==> src/rtl/booth_divide_if.sv <==
// booth_divide_if: start/busy/done handshake and operand/result bus for booth_divide
interface booth_divide_if #(
   parameter int DIVIDEND_W = 16,
   parameter int DIVISOR_W  = 8
);
   logic                  start;
   logic [DIVIDEND_W-1:0] dividend;
   logic [DIVISOR_W-1:0]  divisor;
   logic [DIVIDEND_W-1:0] quotient;
   logic [DIVISOR_W-1:0]  remainder;
   logic                  busy;
   logic                  done;
   logic                  div_by_zero;
   logic                  overflow;
   modport master (output start, dividend, divisor,
                   input  quotient, remainder, busy, done, div_by_zero, overflow);
   modport slave  (input  start, dividend, divisor,
                   output quotient, remainder, busy, done, div_by_zero, overflow);
endinterface

==> src/rtl/booth_divide.sv <==
// booth_divide: sequential signed restoring divider on magnitudes, one quotient bit per clock
module booth_divide #(
   parameter int DIVIDEND_W = 16,
   parameter int DIVISOR_W  = 8
) (
   input logic           clock,
   input logic           reset,
   booth_divide_if.slave bus
);
   localparam int CW = $clog2(DIVIDEND_W);
   typedef enum logic [1:0] {IDLE, CALC, FIX} state_t;
   state_t                state, next;
   logic [CW-1:0]         cnt;
   logic [DIVISOR_W:0]    part;
   logic [DIVIDEND_W-1:0] shq;
   logic [DIVISOR_W-1:0]  dmag;
   logic                  sign_q, sign_r, zero;
   logic [DIVIDEND_W-1:0] quotient;
   logic [DIVISOR_W-1:0]  remainder;
   logic                  done, div_by_zero, overflow;
   logic [DIVISOR_W+1:0]  shifted, diff;
   logic                  fits;
   // shq starts as |dividend| and fills with quotient bits as the dividend shifts out
   assign shifted = {part, shq[DIVIDEND_W-1]};
   assign diff    = shifted - {2'b0, dmag};
   assign fits    = !diff[DIVISOR_W+1];
   always_comb begin
      next = state;
      case (state)
         IDLE:    if (bus.start) next = (bus.divisor == '0) ? FIX : CALC;
         CALC:    if (cnt == CW'(DIVIDEND_W-1)) next = FIX;
         default: next = IDLE;
      endcase
   end
   always_ff @(posedge clock or posedge reset)
      if (reset) state <= IDLE;
      else state <= next;
   always_ff @(posedge clock or posedge reset) begin
      if (reset) begin
         cnt         <= '0;
         part        <= '0;
         shq         <= '0;
         dmag        <= '0;
         sign_q      <= 1'b0;
         sign_r      <= 1'b0;
         zero        <= 1'b0;
         quotient    <= '0;
         remainder   <= '0;
         done        <= 1'b0;
         div_by_zero <= 1'b0;
         overflow    <= 1'b0;
      end else begin
         done <= 1'b0;
         case (state)
            IDLE: if (bus.start) begin
               sign_q <= bus.dividend[DIVIDEND_W-1] ^ bus.divisor[DIVISOR_W-1];
               sign_r <= bus.dividend[DIVIDEND_W-1];
               shq    <= bus.dividend[DIVIDEND_W-1] ? -bus.dividend : bus.dividend;
               dmag   <= bus.divisor[DIVISOR_W-1] ? -bus.divisor : bus.divisor;
               zero   <= bus.divisor == '0;
               part   <= '0;
               cnt    <= '0;
            end
            CALC: begin
               part <= fits ? diff[DIVISOR_W:0] : shifted[DIVISOR_W:0];
               shq  <= {shq[DIVIDEND_W-2:0], fits};
               cnt  <= cnt + 1'b1;
            end
            FIX: begin
               done        <= 1'b1;
               div_by_zero <= zero;
               // only most-negative / -1 yields a positive magnitude with the MSB set
               overflow    <= !zero && !sign_q && shq[DIVIDEND_W-1];
               quotient    <= zero ? '0 : sign_q ? -shq : shq;
               remainder   <= zero ? '0 : sign_r ? -part[DIVISOR_W-1:0] : part[DIVISOR_W-1:0];
            end
            default: ;
         endcase
      end
   end
   assign bus.quotient    = quotient;
   assign bus.remainder   = remainder;
   assign bus.busy        = state != IDLE;
   assign bus.done        = done;
   assign bus.div_by_zero = div_by_zero;
   assign bus.overflow    = overflow;
endmodule

==> src/flat_wrapper.sv <==
// flat-port wrapper written by rule: the top's interface ports become plain ports
module booth_divide_flat 
#(
   parameter int DIVIDEND_W = 16,
   parameter int DIVISOR_W  = 8
)
  (clock, reset, bus_start, bus_dividend, bus_divisor, bus_quotient, bus_remainder, bus_busy, bus_done, bus_div_by_zero, bus_overflow);
  booth_divide_if #(.DIVIDEND_W(DIVIDEND_W), .DIVISOR_W(DIVISOR_W)) bus_i ();
  input logic clock;
  input logic reset;
  input wire logic [$bits(bus_i.start)-1:0] bus_start;
  input wire logic [$bits(bus_i.dividend)-1:0] bus_dividend;
  input wire logic [$bits(bus_i.divisor)-1:0] bus_divisor;
  output wire logic [$bits(bus_i.quotient)-1:0] bus_quotient;
  output wire logic [$bits(bus_i.remainder)-1:0] bus_remainder;
  output wire logic [$bits(bus_i.busy)-1:0] bus_busy;
  output wire logic [$bits(bus_i.done)-1:0] bus_done;
  output wire logic [$bits(bus_i.div_by_zero)-1:0] bus_div_by_zero;
  output wire logic [$bits(bus_i.overflow)-1:0] bus_overflow;
  assign bus_i.start = bus_start;
  assign bus_i.dividend = bus_dividend;
  assign bus_i.divisor = bus_divisor;
  assign bus_quotient = bus_i.quotient;
  assign bus_remainder = bus_i.remainder;
  assign bus_busy = bus_i.busy;
  assign bus_done = bus_i.done;
  assign bus_div_by_zero = bus_i.div_by_zero;
  assign bus_overflow = bus_i.overflow;
  booth_divide #(.DIVIDEND_W(DIVIDEND_W), .DIVISOR_W(DIVISOR_W)) u_core (.clock(clock), .reset(reset), .bus(bus_i));
endmodule
==> config.mk <==
export PLATFORM = sky130hd
export DESIGN_NAME = booth_divide_flat
export DESIGN_NICKNAME = d
export VERILOG_FILES = /design/src/rtl/booth_divide_if.sv /design/src/rtl/booth_divide.sv /design/src/flat_wrapper.sv
export SDC_FILE = /design/constraint.sdc
export NUM_CORES = 1
export LEC_CHECK = 0
export CAP_MARGIN = 20
export CORE_MARGIN = 4
export CORE_UTILIZATION = 40
export DETAILED_ROUTE_END_ITERATION = 7
export PLACE_DENSITY = 0.6
export SLEW_MARGIN = 40
export SYNTH_ARGS = -nofsm -noshare
export SYNTH_HDL_FRONTEND = slang
export SYNTH_SLANG_ARGS = --single-unit
export TNS_END_PERCENT = 20
==> constraint.sdc <==
create_clock -name clock -period 2.5 [get_ports clock]
set_input_delay 0.5 -clock clock [delete_from_list [all_inputs] [get_ports clock]]
set_output_delay 0.5 -clock clock [all_outputs]
set_load 0.01 [all_outputs]
=== Word level (Yosys, flattened, before mapping) ===
Index checks and enable logic that the tools add are counted.
W data, S select, Z words.

* Input bits: 27
* Register bits after elaboration: 69
* Output and inout bits: 28

* Bitwise gates (word level): 1
* Multiplexer cells: 18
* Add/sub/neg operators: 6
* Reductions and logical operators: 12
* Eq/ne operators: 5

{| class="wikitable"
|+ Operator list
! operator !! number
|-
| $mux W16 || 4
|-
| $neg A16 Y16 || 2
|-
| $pmux W16 S2 || 1
|-
| $mux W8 || 3
|-
| $mux W9 || 2
|-
| $pmux W9 S2 || 1
|-
| $neg A8 Y8 || 2
|-
| $sub A10 B8 Y10 || 1
|-
| $logic_not A8 Y1 || 1
|-
| $pmux W4 S2 || 1
|-
| $mux W2 || 3
|-
| $reduce_and A2 Y1 || 3
|-
| $add A4 B1 Y4 const B || 1
|-
| $eq A4 B4 Y1 const B || 1
|-
| $mux W4 || 1
|-
| $pmux W2 S2 || 1
|-
| $reduce_bool A2 Y1 || 2
|-
| $logic_not A1 Y1 || 3
|-
| $eq A2 B1 Y1 const B || 1
|-
| $eq A2 B2 Y1 const B || 1
|-
| $logic_and A1 B1 Y1 || 2
|-
| $logic_not A2 Y1 || 1
|-
| $ne A2 B1 Y1 const B || 1
|-
| $ne A2 B2 Y1 const B || 1
|-
| 2 further kinds || 2
|}

=== Longest topological paths before layout ===
* Depth in word-level cells: 4
* Depth in mapped cells: 10
* Gate-level depth less buffers: 10

=== Worst setup path before layout ===
No wires, ideal clock.

* Path type: in2reg
* From: in bus_dividend[6]
* To: reg u_core.shq[14]
* Path buffers: 0
* Library setup time: 144 ps
* Stages on the path: 6
* Arrival: 2247 ps
* Data required time: 2356 ps
* Path slack: 109 ps
* Cell sequence: or3_1 or3_1 or4_1 o41ai_2 xor2_1 a21oi_1

* Word-level cells in the longest chain between the ends: 4

{| class="wikitable"
|+ Ends and longest elaborated chain
! item !! line !! text
|-
| start, declared || flat_wrapper.sv:12 || <nowiki>input wire logic [$bits(bus_i.dividend)-1:0] bus_dividend;</nowiki>
|-
| $neg A16 Y16 || booth_divide.sv:58 || <nowiki>shq <= bus.dividend[DIVIDEND_W-1] ? -bus.dividend : bus.dividend;</nowiki>
|-
| $mux W16 || booth_divide.sv:58 ||
|-
| $mux W16 || booth_divide.sv:55 || <nowiki>IDLE: if (bus.start) begin</nowiki>
|-
| $pmux W16 S2 || booth_divide.sv:54 || <nowiki>case (state)</nowiki>
|-
| end signal, assigned || booth_divide.sv:58 ||
|-
| end signal, assigned || booth_divide.sv:66 || <nowiki>shq <= {shq[DIVIDEND_W-2:0], fits};</nowiki>
|-
| end, declared || booth_divide.sv:15 || <nowiki>logic [DIVIDEND_W-1:0] shq;</nowiki>
|}

No other way between the ends. The select of a mux whose other input is x is not followed.
A chain may end at the register's enable or synchronous reset.

=== Worst setup path in the final report ===
Ends and elaborated chain as after synthesis.

==> results.md <==
* Routed wl met3 at 577 um
* CP max-delay cell: or4_4
* Commonest non-fill, non-tap cell in the layout: nand2_1
* CP max FO at 4
* Total CTS buffers at 9
* H-tree depth at 3
* Clock sink count at 69
* R2r endpoint: u_core.part[5]
* Largest net degree at the start of global routing at 36
* Peak Freq at 408.6 MHz
* Synth Cell Area at 4139 um2
* Count of nets after finishing at 581
* Startpoint types: input pin
* Static leakage at 0.002204 uW
* Initial Utilization at 41.77%
* Rows at 36
* IO Pins at 55
* Sink of the worst hold path: u_core.bus.quotient[10]
* Skew final at 11.17 ps
* Wire per inst at 14.72 um
* PortBufs at 54
* WP data arrival at 2670 ps
* Highest cell delay on the worst timing path at 470 ps
* #FFs+latches synth at 69
* Routed Wire Length at 9.966 mm
* Worst hold stages at 2
* DRC Markers at 0
* Root buffer cell: clkbuf_8
* Met1 WL at 5.014 mm
* RSZ-0062 raised after global routing: yes
* Slew Limit Headroom at 60.31%
* Synth-to-Final Area Change at 26.39%
* Final setup viols at 0
* Cells after Synth at 464
* DIE AREA at 12040 um2
* CTS Buffer Depth at 2
* Initial antenna violation count at 0
* P per Cell Area at 1215 nW/um2
* Commonest non-fill, non-tap cells in the layout: nand2_1, dfrtp_1, clkdlybuf4s50_1, o21ai_0, buf_4
* Total setup buffers inserted after CTS at 0
* Tot Pwr at 6356 uW
* DRT iter0 DRCs at 187
* Max-slew violation count at 0
* Worst Hold Launch: u_core.bus.quotient[10]
* Vias in the first global route at 3494
* CP cell instances: clkdlybuf4s50_1, or3_4, or3_1, or4_4, o41ai_4, xor2_1, a21oi_1
* Worst reg2reg path depth at 8
* WP data required at 2720 ps
* Post-cts hold buffer count at 0
* Routed Antenna Nets at 0
* Worst r2r src: u_core.dmag[1]
* Syn Nets at 505
* Diode count at 0
* First-pass GRT wire length at 16.81 mm
* Area of the core at 9910 um2
* Top Metal Used: met4
* Placed wire-length estimate at 7.689 mm
* Max Cap Viol at 0
* Synth Flop Type: dfrtp_1
* Max VDD drop at 0.0004693 V
* HP Class: reg -> reg
* Die Ht at 109.7 um
* Tcrit/Tclk final at 97.90%
* Register area share after synthesis at 41.72%
* Setup TNS at 0 ps
* Hold Fails Final Rpt at 0
* TritonCTS clock tree: built
* RePlAce Congestion at 0.8401
* Clk_lat worst skew at 340 ps
* Crit end category: flop
* CP Class: in -> reg
* Avg Cell Area, Syn at 8.920 um2
* Reg2reg setup slack at 120 ps
* Layout cells sized above 1 at 13.24%
* Via-per-instance ratio at 5.232
* 1st-pass router iterations at 4
* Ys async rst share at 100.0%
* CP Launch Point: bus_dividend[6]
* Total track usage at 17.59%
* Min Tclk post-route at 2448 ps
* Die extent in x at 109.7 um
* Clock transition at path regs at 70 ps
* Total number of vias at 3542
* Outcome: completed
* Post-synth cell types at 55
* Worst slew pin tran at 594.5 ps
* Routed wl met2 at 4.315 mm
* Post-synth EDFFs at 0
* Fillers at 964
* Yosys warning total at 0
* Total gr overflow at 0
-- flip-flops by register name, summed over array words and instances (netlist names), 2 cells and up --
name / flops
u_core.part: 9
u_core.cnt: 4
u_core.state: 2
u_core.shq: 16
u_core.bus.remainder: 8
u_core.bus.quotient: 16
u_core.dmag: 8
-- kinds of logic after synthesis --
group	after synthesis	synth area share, %
buf+inv	45	5.048
mux	5	1.239
xor+xnor	42	8.887
compound gates	134	21.37
flops	69	41.72
fa+ha+maj	14	4.414
simple gates	155	17.32
-- worst max path at each step --
stage	end	slack (ps)	cells past startpoint
floorplan	u_core.shq[14]	110	6
global placement	u_core.shq[14]	-330	7
detailed placement	u_core.shq[14]	-350	7
CTS	u_core.shq[14]	10	7
global route	u_core.shq[14]	-20	7
finish	u_core.shq[14]	50	7
-- synth_stat cells (4+ instances only) --
cell type  number  area (um2)
clkbuf_1       20       75.07
nand3_1         5       25.02
a21oi_1        11       55.05
xnor2_1        18       157.7
or3_1           5       31.28
o21ai_0        51       255.2
nand4_1         6       37.54
a211oi_1        4       30.03
o31ai_1        25       187.7
nor2b_1         5       31.28
or2_2           4       25.02
o22ai_1         8       50.05
clkbuf_8        4       55.05
nand2b_1        5       31.28
nor2_1         18       67.56
dfrtp_1        69        1727
a22oi_1         4       30.03
mux2i_1         4       40.04
xor2_1         24       210.2
nand2_1        86       322.8
inv_1          20       75.07
nor3_1          6       30.03
ha_1           13       162.7
o41ai_1         4       35.03
-- worst max-delay path: cells and delay by family --
family	cells	cell delay [ps]
buffers and inverters	1	420
xor gates and xnor gates	1	180
AOI/OAI and AO/OA	2	390
and+or+nand+nor	3	1190
-- stage by stage --
stage	cell area, um2	setup slack, ps	hold slack, ps	instances	utilization [%]
after floorplan	4139	109.5	449.4	464	-
after global placement	4995	-331.4	459.5	662	50.40
after detailed placement	4995	-346.8	466.2	662	50.40
after CTS	5190	14.72	482.3	677	52.37
after global routing	5231	-15.51	502.9	677	52.79
final	5231	52.39	474.0	677	52.79
-- layout make-up --
cell class	instances	area, um2	share of cell area, %
clock inverter	6	65.06	1.244
tap	133	166.4	3.181
clock buffer	9	123.9	2.368
sequential	69	1727	33.01
timing repair buffer	90	823.3	15.74
multi-input combinational	350	2251	43.03
inverter	20	75.07	1.435
-- power by group --
group | switching [uW] | total [uW] | internal [uW]
logic | 1760 | 3400 | 1650
clock network | 445 | 898 | 453
registers | 478 | 2050 | 1580
total | 2680 | 6360 | 3680
-- metal layers --
| layer | global-route usage (%) | up-vias |
|---|---|---|
| met4 | 5.165 | 0 |
| met1 | 25.87 | 1662 |
| li1 | - | 1789 |
| met2 | 26.50 | 87 |
| met3 | 2.995 | 4 |
| met5 | 0 | - |
-- what timing repair did --
action                     4_1_cts  5_1_grt
hold endpoints to repair         0        0
setup endpoints to repair        1       11
pin swaps                        0        4
resized for setup                2        8
No activity file was read; power rests on OpenSTA's default activity.
